### config.mk
export PLATFORM = sky130hd
export DESIGN_NAME = pc_sequencer
export DESIGN_NICKNAME = d
export VERILOG_FILES = /design/src/rtl/pc_sequencer.sv
export SDC_FILE = /design/constraint.sdc
export NUM_CORES = 1
export LEC_CHECK = 0
export ABC_AREA = 1
export CELL_PAD_IN_SITES_DETAIL_PLACEMENT = 0
export CELL_PAD_IN_SITES_GLOBAL_PLACEMENT = 2
export CORE_UTILIZATION = 36
export DETAILED_ROUTE_END_ITERATION = 10
export GPL_TIMING_DRIVEN = 0
export HOLD_SLACK_MARGIN = 0.05
export PLACE_DENSITY = 0.84
export SLEW_MARGIN = 30
export SYNTH_ARGS = -nofsm -noshare
export SYNTH_HDL_FRONTEND = slang
export SYNTH_SLANG_ARGS = --single-unit
export TNS_END_PERCENT = 10
### constraint.sdc
create_clock -name clk -period 8 [get_ports clk]
set_input_delay 1.2 -clock clk [delete_from_list [all_inputs] [get_ports clk]]
set_output_delay 1.2 -clock clk [all_outputs]
set_load 0.01 [all_outputs]
### src/rtl/pc_sequencer.sv
`default_nettype none
// ============================================================================
// Module      : pc_sequencer
// Description : Program-counter sequencer with SEQ/BRANCH/JUMP/CALL/RET/HALT
//               operations, a circular return-address stack, stall and
//               halt/resume control.
// Revision    : 1.0 - initial release
// ============================================================================
module pc_sequencer #(
  parameter int            AW        = 32,
  parameter logic [AW-1:0] RESET_VEC = '0,
  parameter int            STEP      = 4,
  parameter int            RAS_DEPTH = 4
) (
  input  logic          clk,
  input  logic          rst,        // asynchronous, active-low
  input  logic          en,
  input  logic [2:0]    op,
  input  logic          cond,
  input  logic [AW-1:0] offset,
  input  logic [AW-1:0] target,
  input  logic          resume,
  output logic [AW-1:0] instr_addr,
  output logic          halted,
  output logic          ras_empty,
  output logic          ras_full,
  output logic          ras_err
);

  localparam int            c_PW   = $clog2(RAS_DEPTH);
  localparam int            c_CW   = $clog2(RAS_DEPTH + 1);
  localparam logic [AW-1:0] c_STEP = AW'(STEP);
  localparam logic [c_CW-1:0] c_FULL = c_CW'(RAS_DEPTH);

  localparam logic [2:0] c_OP_SEQ    = 3'b000;
  localparam logic [2:0] c_OP_BRANCH = 3'b001;
  localparam logic [2:0] c_OP_JUMP   = 3'b010;
  localparam logic [2:0] c_OP_CALL   = 3'b011;
  localparam logic [2:0] c_OP_RET    = 3'b100;
  localparam logic [2:0] c_OP_HALT   = 3'b101;

  typedef enum logic [0:0] {
    ST_RUN  = 1'b0,
    ST_HALT = 1'b1
  } state_t;

  state_t            r_state;
  logic [AW-1:0]     r_pc;
  logic [c_PW-1:0]   r_sp;      // next free slot; top of stack is r_sp-1
  logic [c_CW-1:0]   r_cnt;
  logic              r_err;
  logic [AW-1:0]     r_ras [RAS_DEPTH];

  logic              w_adv;
  logic              w_push;
  logic              w_empty;
  logic              w_full;
  logic [AW-1:0]     w_seq;
  logic [AW-1:0]     w_top;

  // An operation is processed only when running and enabled.
  assign w_adv   = (r_state == ST_RUN) && en;
  assign w_push  = w_adv && (op == c_OP_CALL);
  assign w_empty = (r_cnt == '0);
  assign w_full  = (r_cnt == c_FULL);
  assign w_seq   = r_pc + c_STEP;
  assign w_top   = r_ras[r_sp - c_PW'(1)];

  // Stack storage: a push always writes the next slot; when full this slot
  // holds the oldest entry, which is therefore the one overwritten.
  always_ff @(posedge clk) begin
    if (w_push) begin
      r_ras[r_sp] <= w_seq;
    end
  end

  // Control FSM, program counter, stack pointer/count and sticky error.
  always_ff @(posedge clk or negedge rst) begin
    if (!rst) begin
      r_state <= ST_RUN;
      r_pc    <= RESET_VEC;
      r_sp    <= '0;
      r_cnt   <= '0;
      r_err   <= 1'b0;
    end else begin
      case (r_state)
        ST_HALT: begin
          if (resume) begin
            r_state <= ST_RUN;
          end
        end
        default: begin
          if (en) begin
            case (op)
              c_OP_BRANCH: r_pc <= cond ? (r_pc + offset) : w_seq;
              c_OP_JUMP:   r_pc <= target;
              c_OP_CALL: begin
                r_pc <= target;
                r_sp <= r_sp + c_PW'(1);
                if (w_full) begin
                  r_err <= 1'b1;
                end else begin
                  r_cnt <= r_cnt + c_CW'(1);
                end
              end
              c_OP_RET: begin
                if (w_empty) begin
                  r_pc  <= w_seq;
                  r_err <= 1'b1;
                end else begin
                  r_pc  <= w_top;
                  r_sp  <= r_sp - c_PW'(1);
                  r_cnt <= r_cnt - c_CW'(1);
                end
              end
              c_OP_HALT:   r_state <= ST_HALT;
              default:     r_pc <= w_seq;   // SEQ and the unused encodings
            endcase
          end
        end
      endcase
    end
  end

  assign instr_addr = r_pc;
  assign halted     = (r_state == ST_HALT);
  assign ras_empty  = w_empty;
  assign ras_full   = w_full;
  assign ras_err    = r_err;

  // Retained so the unused-op encodings stay documented next to the decode.
  logic w_unused;
  assign w_unused = ^{c_OP_SEQ, w_adv};

endmodule
`default_nettype wire
; ---- Word level (Yosys, flattened, before mapping)
; Memories as Yosys holds them, arrays and structs flattened.
; Index checks and enable logic that the tools add are counted.
[totals]
ff_bits = 39
latch_bits = 0
ram_bits = 128
romBits = 0
input_bits = 72
elab_cells = 50
mem_count = 1
[classes]
n_addsub = 6
mul = 0
div_mod_pow = 0
n_lt_le_gt_ge = 0
n_eq_ne = 10
shifts = 0
n_mux = 17
bitwise = 2
reduce_logical = 9
[mem_list]
columns = name, words, word_bits, rd, rd_ports_with_merged_regs, wr, line
row1 = r_ras, 4, 32, 1, 0, 1, 52  ; logic [AW-1:0] r_ras [RAS_DEPTH];
[ops]
columns = cell, n
row1 = 32-bit one-hot mux with 4 select lines, 1
row2 = 32-bit two-way mux, 2
row3 = "32-bit by 3-bit adder with 32-bit output, second input constant", 1
row4 = 32-bit adder, 1
row5 = 5-bit AND reduction, 2
row6 = "3-bit == test, second input constant", 3
row7 = 1-bit two-way mux, 8
row8 = "2-bit != test, second input constant", 4
row9 = "3-bit by 2-bit == test with 1-bit output, second input constant", 2
row10 = 3-bit two-way mux, 2
row11 = 3-bit one-hot mux with 2 select lines, 1
row12 = 2-bit one-hot mux with 2 select lines, 1
row13 = 4-bit AND reduction, 1
row14 = "3-bit by 1-bit adder with 3-bit output, second input constant", 1
row15 = "3-bit by 1-bit == test with 1-bit output, second input constant", 1
row16 = 3-bit logical NOT, 1
row17 = 3-bit AND reduction, 1
row18 = "3-bit by 1-bit subtractor with 3-bit output, second input constant", 1
row19 = "2-bit by 1-bit adder with 2-bit output, second input constant", 1
row20 = 1-bit logical AND, 2
row21 = 2-bit two-way mux, 1
row22 = 1-bit NOT, 2
row23 = 1-bit one-hot mux with 2 select lines, 1
row24 = 2-bit nonzero test, 1
row25 = 2 further kinds, 2

; ---- Logic depth before layout (Yosys ltp)
; Gate-level depths: netlist (run 1).
[depth]
ltp_word = 5
mapped_depth = 15
ltp_nobuf = 15

; ---- Worst setup path after synthesis (run 1)
; OpenSTA, ideal clock, no wires.
[synth_timing]
path_type = in2reg
startpoint = input port op[2]
endpoint = memory r_ras[0][0], enable pin
arrival_time_ns = 2.983
path_slack_ns = 4.596
stages = 5
n_path_buf = 0
cell_sequence = inv_1 -> nand2_1 -> nor2_1 -> nand2_1 -> nor2_1
[synth_via]
elab_chain_len = 4
[synth_rtl]
columns = element, line
row1 = from (decl), 18  ; input logic [2:0] op,
row2 = 3-bit by 2-bit == test with 1-bit output, 63  ; assign w_push = w_adv && (op == c_OP_CALL);
row3 = 1-bit logical AND, 63
row4 = 1-bit two-way mux, 72  ; if (w_push) begin
row5 = 1-bit two-way mux (not written as such), 73  ; r_ras[r_sp] <= w_seq;
row6 = to (decl), 52
; No other way between the ends.

; ---- Final worst setup path (run 1)
[layout_timing]
startpoint = register r_sp[0]
endpoint = register r_pc[16] (netlist: instr_addr[16])
[layout_via]
elab_chain_len = 4
[layout_rtl]
columns = element, line
row1 = from (decl), 49  ; logic [c_PW-1:0] r_sp;
row2 = from (signal assigned), 99  ; r_sp <= r_sp + c_PW'(1);
row3 = from (signal assigned), 112  ; r_sp <= r_sp - c_PW'(1);
row4 = 2-bit by 1-bit subtractor with 2-bit output, 67  ; assign w_top = r_ras[r_sp - c_PW'(1)];
row5 = memory read 4 x 32 bit, n/a
row6 = 32-bit two-way mux, 107  ; if (w_empty) begin
row7 = 32-bit one-hot mux with 4 select lines, 94  ; case (op)
row8 = to (signal assigned), 95  ; c_OP_BRANCH: r_pc <= cond ? (r_pc + offset) : w_seq;
row9 = to (signal assigned), 96  ; c_OP_JUMP: r_pc <= target;
row10 = to (signal assigned), 108  ; r_pc <= w_seq;
row11 = to (decl), 48  ; logic [AW-1:0] r_pc;
; No other way between the ends.
; A chain may end at the register's enable or synchronous reset.

==> flow_summary_export.csv, run 1 <==
group,metric,value,unit
route,via_per_inst,4.90,
route,wl_per_cell,18.4,µm
die,core-area,28900,µm²
setup_path,cp_max_fo,11,
place,dp_cells,1899,
layout,layout-drive-gt1-share,5.95,%
setup_path,crit_arrival,3800,ps
synth,synth-seq-cells,167,
synth,synth_nets,1513,
power,power,4060,µW
cts,cts_setup_buffers,0,
route,firstDrtPassIters,5,
timing,slew_headroom,52.8,%
synth,synthArstFlopShare,23.4,%
cts,clock_latency,430,ps
cts,cts_resized,0,
die,fp-row-count,62,
layout,area.sequential,4820,µm²
place,place.gp.congestion,0.831,
synth,ys_seq_area_share,45.2,%
power,p_per_area,311,nW/µm²
place,post-dp-hpwl,28000,µm
layout,finalInstanceArea,13000,µm²
power,p_sw_share,44.1,%
synth,syn_area_per_cell,7.61,µm²
setup_path,path_class,"reg -> reg",
die,die_area,30300,µm²
worst_hold_path,hold_depth,1,
power,seqPwrFrac,31.0,%
timing,finalCritPeriodShare,43.4,%
cts,root_buffer,"clkbuf_16",
layout,multi_input_area,4830,µm²
setup_path,reg2reg_depth,11,
timing,hold_viol,0,
route,num_vias,9470,
global_routing,track_usage,24.0,%
die,die_h,174,µm
layout,layout.cells.non_filler,1931,
setup_path,cp_slowest_cell,"buf_1",
cts,htree_levels,4,
route,wirelength,35600,µm
timing,worstMarginPinSlew,708,ps
layout,area_growth,22.1,%
timing,min_period,3470,ps
timing,fin_skew,9.53,ps
place,io_buffers,107,
run,max_cap_violations,0,
setup_path,worst_path_most_repeated_cell,"inv_1",
power,p_leak,0.00590,µW
setup_path,required,8330,ps
power,clkPwrFrac,21.9,%
timing,finalSetupTns,0,ps
global_routing,grt_overflow,0,
synth,syn_area,10700,µm²
setup_path,critPathLaunchType,"register",
power,comb_power_share,47.1,%
timing,rsz0062_at_grt,"no",
global_routing,grt_pass1_wl,53400,µm
cts,tritoncts,"built",
synth,synth_largest_area_cell,"edfxtp_1",
route,final_antenna_net_count,0,
die,start_util,36.9,%
cts,ctsHoldBuffers,0,
cts,clk_pin_slew_worst_paths,70,ps
power,peakVddDrop,0.140,mV
layout,num_antenna_cells,0,
setup_path,cp_cell_sequence,"inv_1 > buf_2 > buf_1 > ha_1 > inv_1 > clkbuf_1 > nand3_1 > a32oi_1 > nand4_1 > nand2_1 > inv_1",
global_routing,grt_pass1_vias,9163,
timing,finalSetupViolations,0,
synth,synth_top_area_share,36.0,%
layout,nFillCells,2936,
worst_hold_path,hp-class,"reg -> reg",
setup_path,crit_path_end_kind,"register",
setup_path,crit_path_max_incr_delay,560,ps
cts,numCtsBuffers,17,
run_status,run_status,"finished clean",
die,die_width,174,µm
synth,synth_flop_cell,"edfxtp_1",
synth,synth.area.top_cells,"edfxtp_1 (36%), nand2_1 (17%), dfrtp_1 (9.1%)",
cts,cts.sinks,167,
global_routing,antenna_found_initial,0,
synth,synth_edf_count,128,
timing,max_freq,0.288,GHz
route,drc_errors,0,
cts,clock_path_buffers,2,
die,pin_count,108,
place,placed_cell_area,12400,µm²
power,power.internal,2270,µW
layout,fin_nets,1644,
synth,synth_cells,1403,
global_routing,grt_max_degree,36,
layout,final_cell_mix,"nand2_1 (487), inv_1 (223), nand3_1 (144), edfxtp_1 (128), clkdlybuf4s50_1 (106)",
synth,yosys_warnings,0,
route,drt_iter0_drc,624,
timing,slew_viol_final,0,
timing,holdWs,468,ps
synth,yosysUniqueCellTypes,48,
layout,final_common_cell,"nand2_1",
power,power.switching,1790,µW
[stage by stage]
stage | util [%] | setup WS [ps]
floorplan | - | 4600
global placement | 42.2 | 2660
detailed placement | 42.8 | 4330
CTS | 45.0 | 4510
global route | 45.0 | 4290
finish | 45.0 | 4530
[flip-flops by register name, summed over array words and instances, names as in the netlist]
name        count
ras_err         1
halted          1
r_ras         128
instr_addr     32
r_sp            2
r_cnt           3
[metal layers]
metal | global-route usage [%] | share of wire, %
met5 | 0 | 0
met4 | 5.99 | 1.7
met3 | 3.08 | 4.8
met2 | 39.6 | 46
met1 | 33.1 | 47
[Yosys cell counts, drive strengths merged, types with 3 or more instances]
cell type / count
a21oi: 41
a22oi: 3
a32oi: 24
and2: 8
buf: 15
clkbuf: 23
dfrtp: 39
edfxtp: 128
ha: 36
inv: 231
nand2: 491
nand3: 148
nand3b: 3
nand4: 13
nor2: 91
nor3: 18
o21ai: 41
o21bai: 4
o22ai: 7
or2: 4
xnor2: 3
xor2: 19
[final timing paths]
kind | from | slack, ps | end
min reg2reg | r_cnt[2]$_DFFE_PN0P_ | 470 | r_cnt[2]$_DFFE_PN0P_
max | r_sp[0]$_DFFE_PN0P_ | 4530 | instr_addr[16]$_DFFE_PN0P_
min in group asynchronous | rst | 570 | halted$_DFF_PN0_
max reg2reg | r_sp[0]$_DFFE_PN0P_ | 4530 | instr_addr[16]$_DFFE_PN0P_
max in group asynchronous | rst | 7000 | instr_addr[30]$_DFFE_PN0P_
min | r_cnt[2]$_DFFE_PN0P_ | 470 | r_cnt[2]$_DFFE_PN0P_
[kinds of logic (layout without fill, tap and decap cells)]
| kind of cell | after synthesis | after routing | synth area share (%) |
|---|---|---|---|
| AOI/OAI and AO/OA | 128 | 128 | 7.43 |
| muxes | 1 | 1 | 0.106 |
| and+or+nand+nor | 778 | 778 | 31.1 |
| buffers and inverters | 269 | 413 | 9.83 |
| DFF | 167 | 167 | 45.2 |
| adders and majority gates | 38 | 38 | 4.60 |
| xor gates and xnor gates | 22 | 22 | 1.81 |
[power by group through the flow]
stage	logic (µW)	clock network [µW]	registers [µW]
after floorplan	1220	0	1220
after detailed placement	1910	0	1280
after CTS	1920	896	1260
after global placement	1890	0	1280
final	1910	889	1260
after global routing	2140	931	1270
[worst max-delay path, delay by kind of cell (launching register included)]
family	cells	cell delay, ps
compound gates	1	440
fa+ha+maj	1	420
buf+inv	6	1700
flops	1	420
simple gates	3	390
[final cells by class]
class	count	share of cell area, %
Multi-Input combinational cell	967	37.1
Sequential cell	167	37.0
Timing Repair Buffer	112	9.26
Inverter	231	6.67
Tap cell	384	3.69
Clock buffer	17	3.27
Clock inverter	15	1.64
Buffer	38	1.37
Power figures use the tool's default switching activity.
==> run 2, diff against run 1 <==
- CORE_UTILIZATION: 36 -> 34
- PLACE_DENSITY: 0.84 -> 0.8
- clock period: 8 -> 3.4 ns (I/O delays scaled with it)
==> run 2 against run 1 <==
Against the previous run:
- the run now ends with design-rule violations left
- via count rose by 0.52%
- worst hold slack got worse by 380 ps
- global-route usage fell by 0.52 points
- setup slack got worse by 4200 ps
- sequential share of layout area rose by 0.18 points
- critical path depth fell by 1
- cell count rose by 0.62%
- critical endpoint is now instr_addr[27]$_DFFE_PN0P_
- routed wire length rose by 2.3%
==> flow_summary_export.csv, run 2 (synthesis results as in run 1) <==
group,metric,value,unit
run_status,run_status,"finished, violations left",
run_status,violations,"design-rule violations",
global_routing,grt_overflow,0,
layout,final_cell_mix,"nand2_1 (487), inv_1 (223), nand3_1 (144), edfxtp_1 (128), clkdlybuf4s50_1 (106)",
setup_path,path_buf_inv,5,
layout,num_antenna_cells,0,
global_routing,grt_max_degree,40,
route,wl_per_cell,18.7,µm
route,drt_iter0_drc,625,
place,place.gp.congestion,0.855,
timing,finalCritPeriodShare,89.5,%
cts,clock_path_buffers,2,
power,power,9380,µW
power,p_sw_share,44.6,%
route,drc_errors,12,
layout,fin_nets,1644,
setup_path,path_class,"reg -> reg",
cts,htree_levels,4,
timing,rsz0062_at_grt,"no",
global_routing,antenna_found_initial,0,
timing,slew_headroom,50.2,%
run,max_cap_violations,0,
timing,finalSetupViolations,0,
timing,holdWs,85.0,ps
die,pin_count,108,
die,die_width,179,µm
place,post-dp-hpwl,28700,µm
timing,hold_viol,0,
cts,numCtsBuffers,17,
power,seqPwrFrac,31.7,%
die,die_area,32100,µm²
global_routing,track_usage,23.4,%
cts,cts.sinks,167,
cts,clk_pin_slew_worst_paths,70,ps
timing,slew_viol_final,0,
layout,largest_reg_flops,128,
power,clkPwrFrac,20.0,%
power,peakVddDrop,0.318,mV
place,io_buffers,107,
setup_path,cp_max_fo,11,
power,power.switching,4190,µW
timing,min_period,3040,ps
timing,worstMarginPinSlew,747,ps
cts,ctsHoldBuffers,0,
setup_path,crit_arrival,3370,ps
setup_path,cp_cell_sequence,"inv_1 > buf_2 > buf_2 > ha_1 > clkbuf_1 > nand3_1 > a32oi_1 > nand3_1 > nand2_1 > inv_1",
worst_hold_path,hp-class,"in -> async",
timing,finalSetupTns,0,ps
die,core-area,30700,µm²
power,power.internal,5190,µW
layout,regMostFlops,"r_ras",
power,p_per_area,723,nW/µm²
route,via_per_inst,4.90,
layout,area_growth,21.5,%
setup_path,crit_path_end_kind,"register",
cts,cts_setup_buffers,0,
cts,tritoncts,"built",
timing,max_freq,0.329,GHz
route,num_vias,9519,
setup_path,worst-r2r-setup-slack,360,ps
cts,clock_latency,430,ps
layout,layout-drive-gt1-share,5.88,%
global_routing,grt_pass1_wl,53900,µm
power,p_leak,0.00587,µW
die,die_h,179,µm
layout,final_common_cell,"nand2_1",
setup_path,cp_slowest_cell,"clkbuf_1",
cts,cts_resized,1,
setup_path,required,3730,ps
route,final_antenna_net_count,0,
setup_path,crit_path_max_incr_delay,600,ps
setup_path,cp_top_family,"buffers and inverters",
die,fp-row-count,64,
setup_path,critPathLaunchType,"register",
global_routing,grt_pass1_vias,9153,
route,firstDrtPassIters,8,
power,comb_power_share,48.3,%
route,wirelength,36400,µm
setup_path,reg2reg_depth,10,
cts,root_buffer,"clkbuf_16",
setup_path,cp_num_cells,10,
die,start_util,34.7,%
timing,fin_skew,10.7,ps
-- run 2: worst paths after layout --
check                                        endpoint                  from
min in group clk                 r_cnt[2]$_DFFE_PN0P_  r_cnt[2]$_DFFE_PN0P_
setup / recovery           instr_addr[27]$_DFFE_PN0P_   r_sp[0]$_DFFE_PN0P_
hold reg to reg                  r_cnt[2]$_DFFE_PN0P_  r_cnt[2]$_DFFE_PN0P_
setup reg to reg           instr_addr[27]$_DFFE_PN0P_   r_sp[0]$_DFFE_PN0P_
hold / removal                       halted$_DFF_PN0_                   rst
max in group asynchronous  instr_addr[12]$_DFFE_PN0P_                   rst
-- run 2: metrics by stage --
step | setup WS [ps] | std cells | util, % | cell area, µm²
floorplan | 439 | 1403 | - | 10700
global placement | -1340 | 1906 | 39.8 | 12200
detailed placement | -172 | 1911 | 40.3 | 12400
CTS | 136 | 1943 | 42.1 | 13000
global route | 154 | 1943 | 42.2 | 13000
finish | 358 | 1943 | 42.2 | 13000
-- run 2: cell type report --
cell class	count	area, µm²
flip-flops and latches	167	4820
plain buffers	38	184
fillers	3208	17800
clock buffers	25	497
clock inverters	7	71.3
multi-input cells	967	4830
well taps	396	495
repair buffers	112	1190
inverters	231	870
-- run 2: power groups by stage --
stage          sequential (µW)  combinational [µW]  clock, µW
2_1_floorplan             2880                2880          0
3_3_place_gp              3020                4470          0
3_5_place_dp              3010                4530          0
4_1_cts                   2970                4550       1900
5_1_grt                   3000                5090       1970
6_report                  2970                4530       1880
-- run 2: worst reg2reg max path, delay by kind of cell, from the launching register on --
family | cells | cell delay [ps]
adders and majority gates | 1 | 330
AOI/OAI and AO/OA | 1 | 440
buffers and inverters | 5 | 1380
DFF | 1 | 420
and+or+nand+nor | 3 | 380
-- run 2: metal layers --
layer | vias to the layer above | wire, µm | GRT usage [%]
li1 | 4808 | - | -
met1 | 4447 | 17100 | 32.2
met2 | 226 | 17000 | 39.1
met3 | 38 | 1670 | 2.44
met4 | 0 | 645 | 6.27
met5 | - | 0 | 0
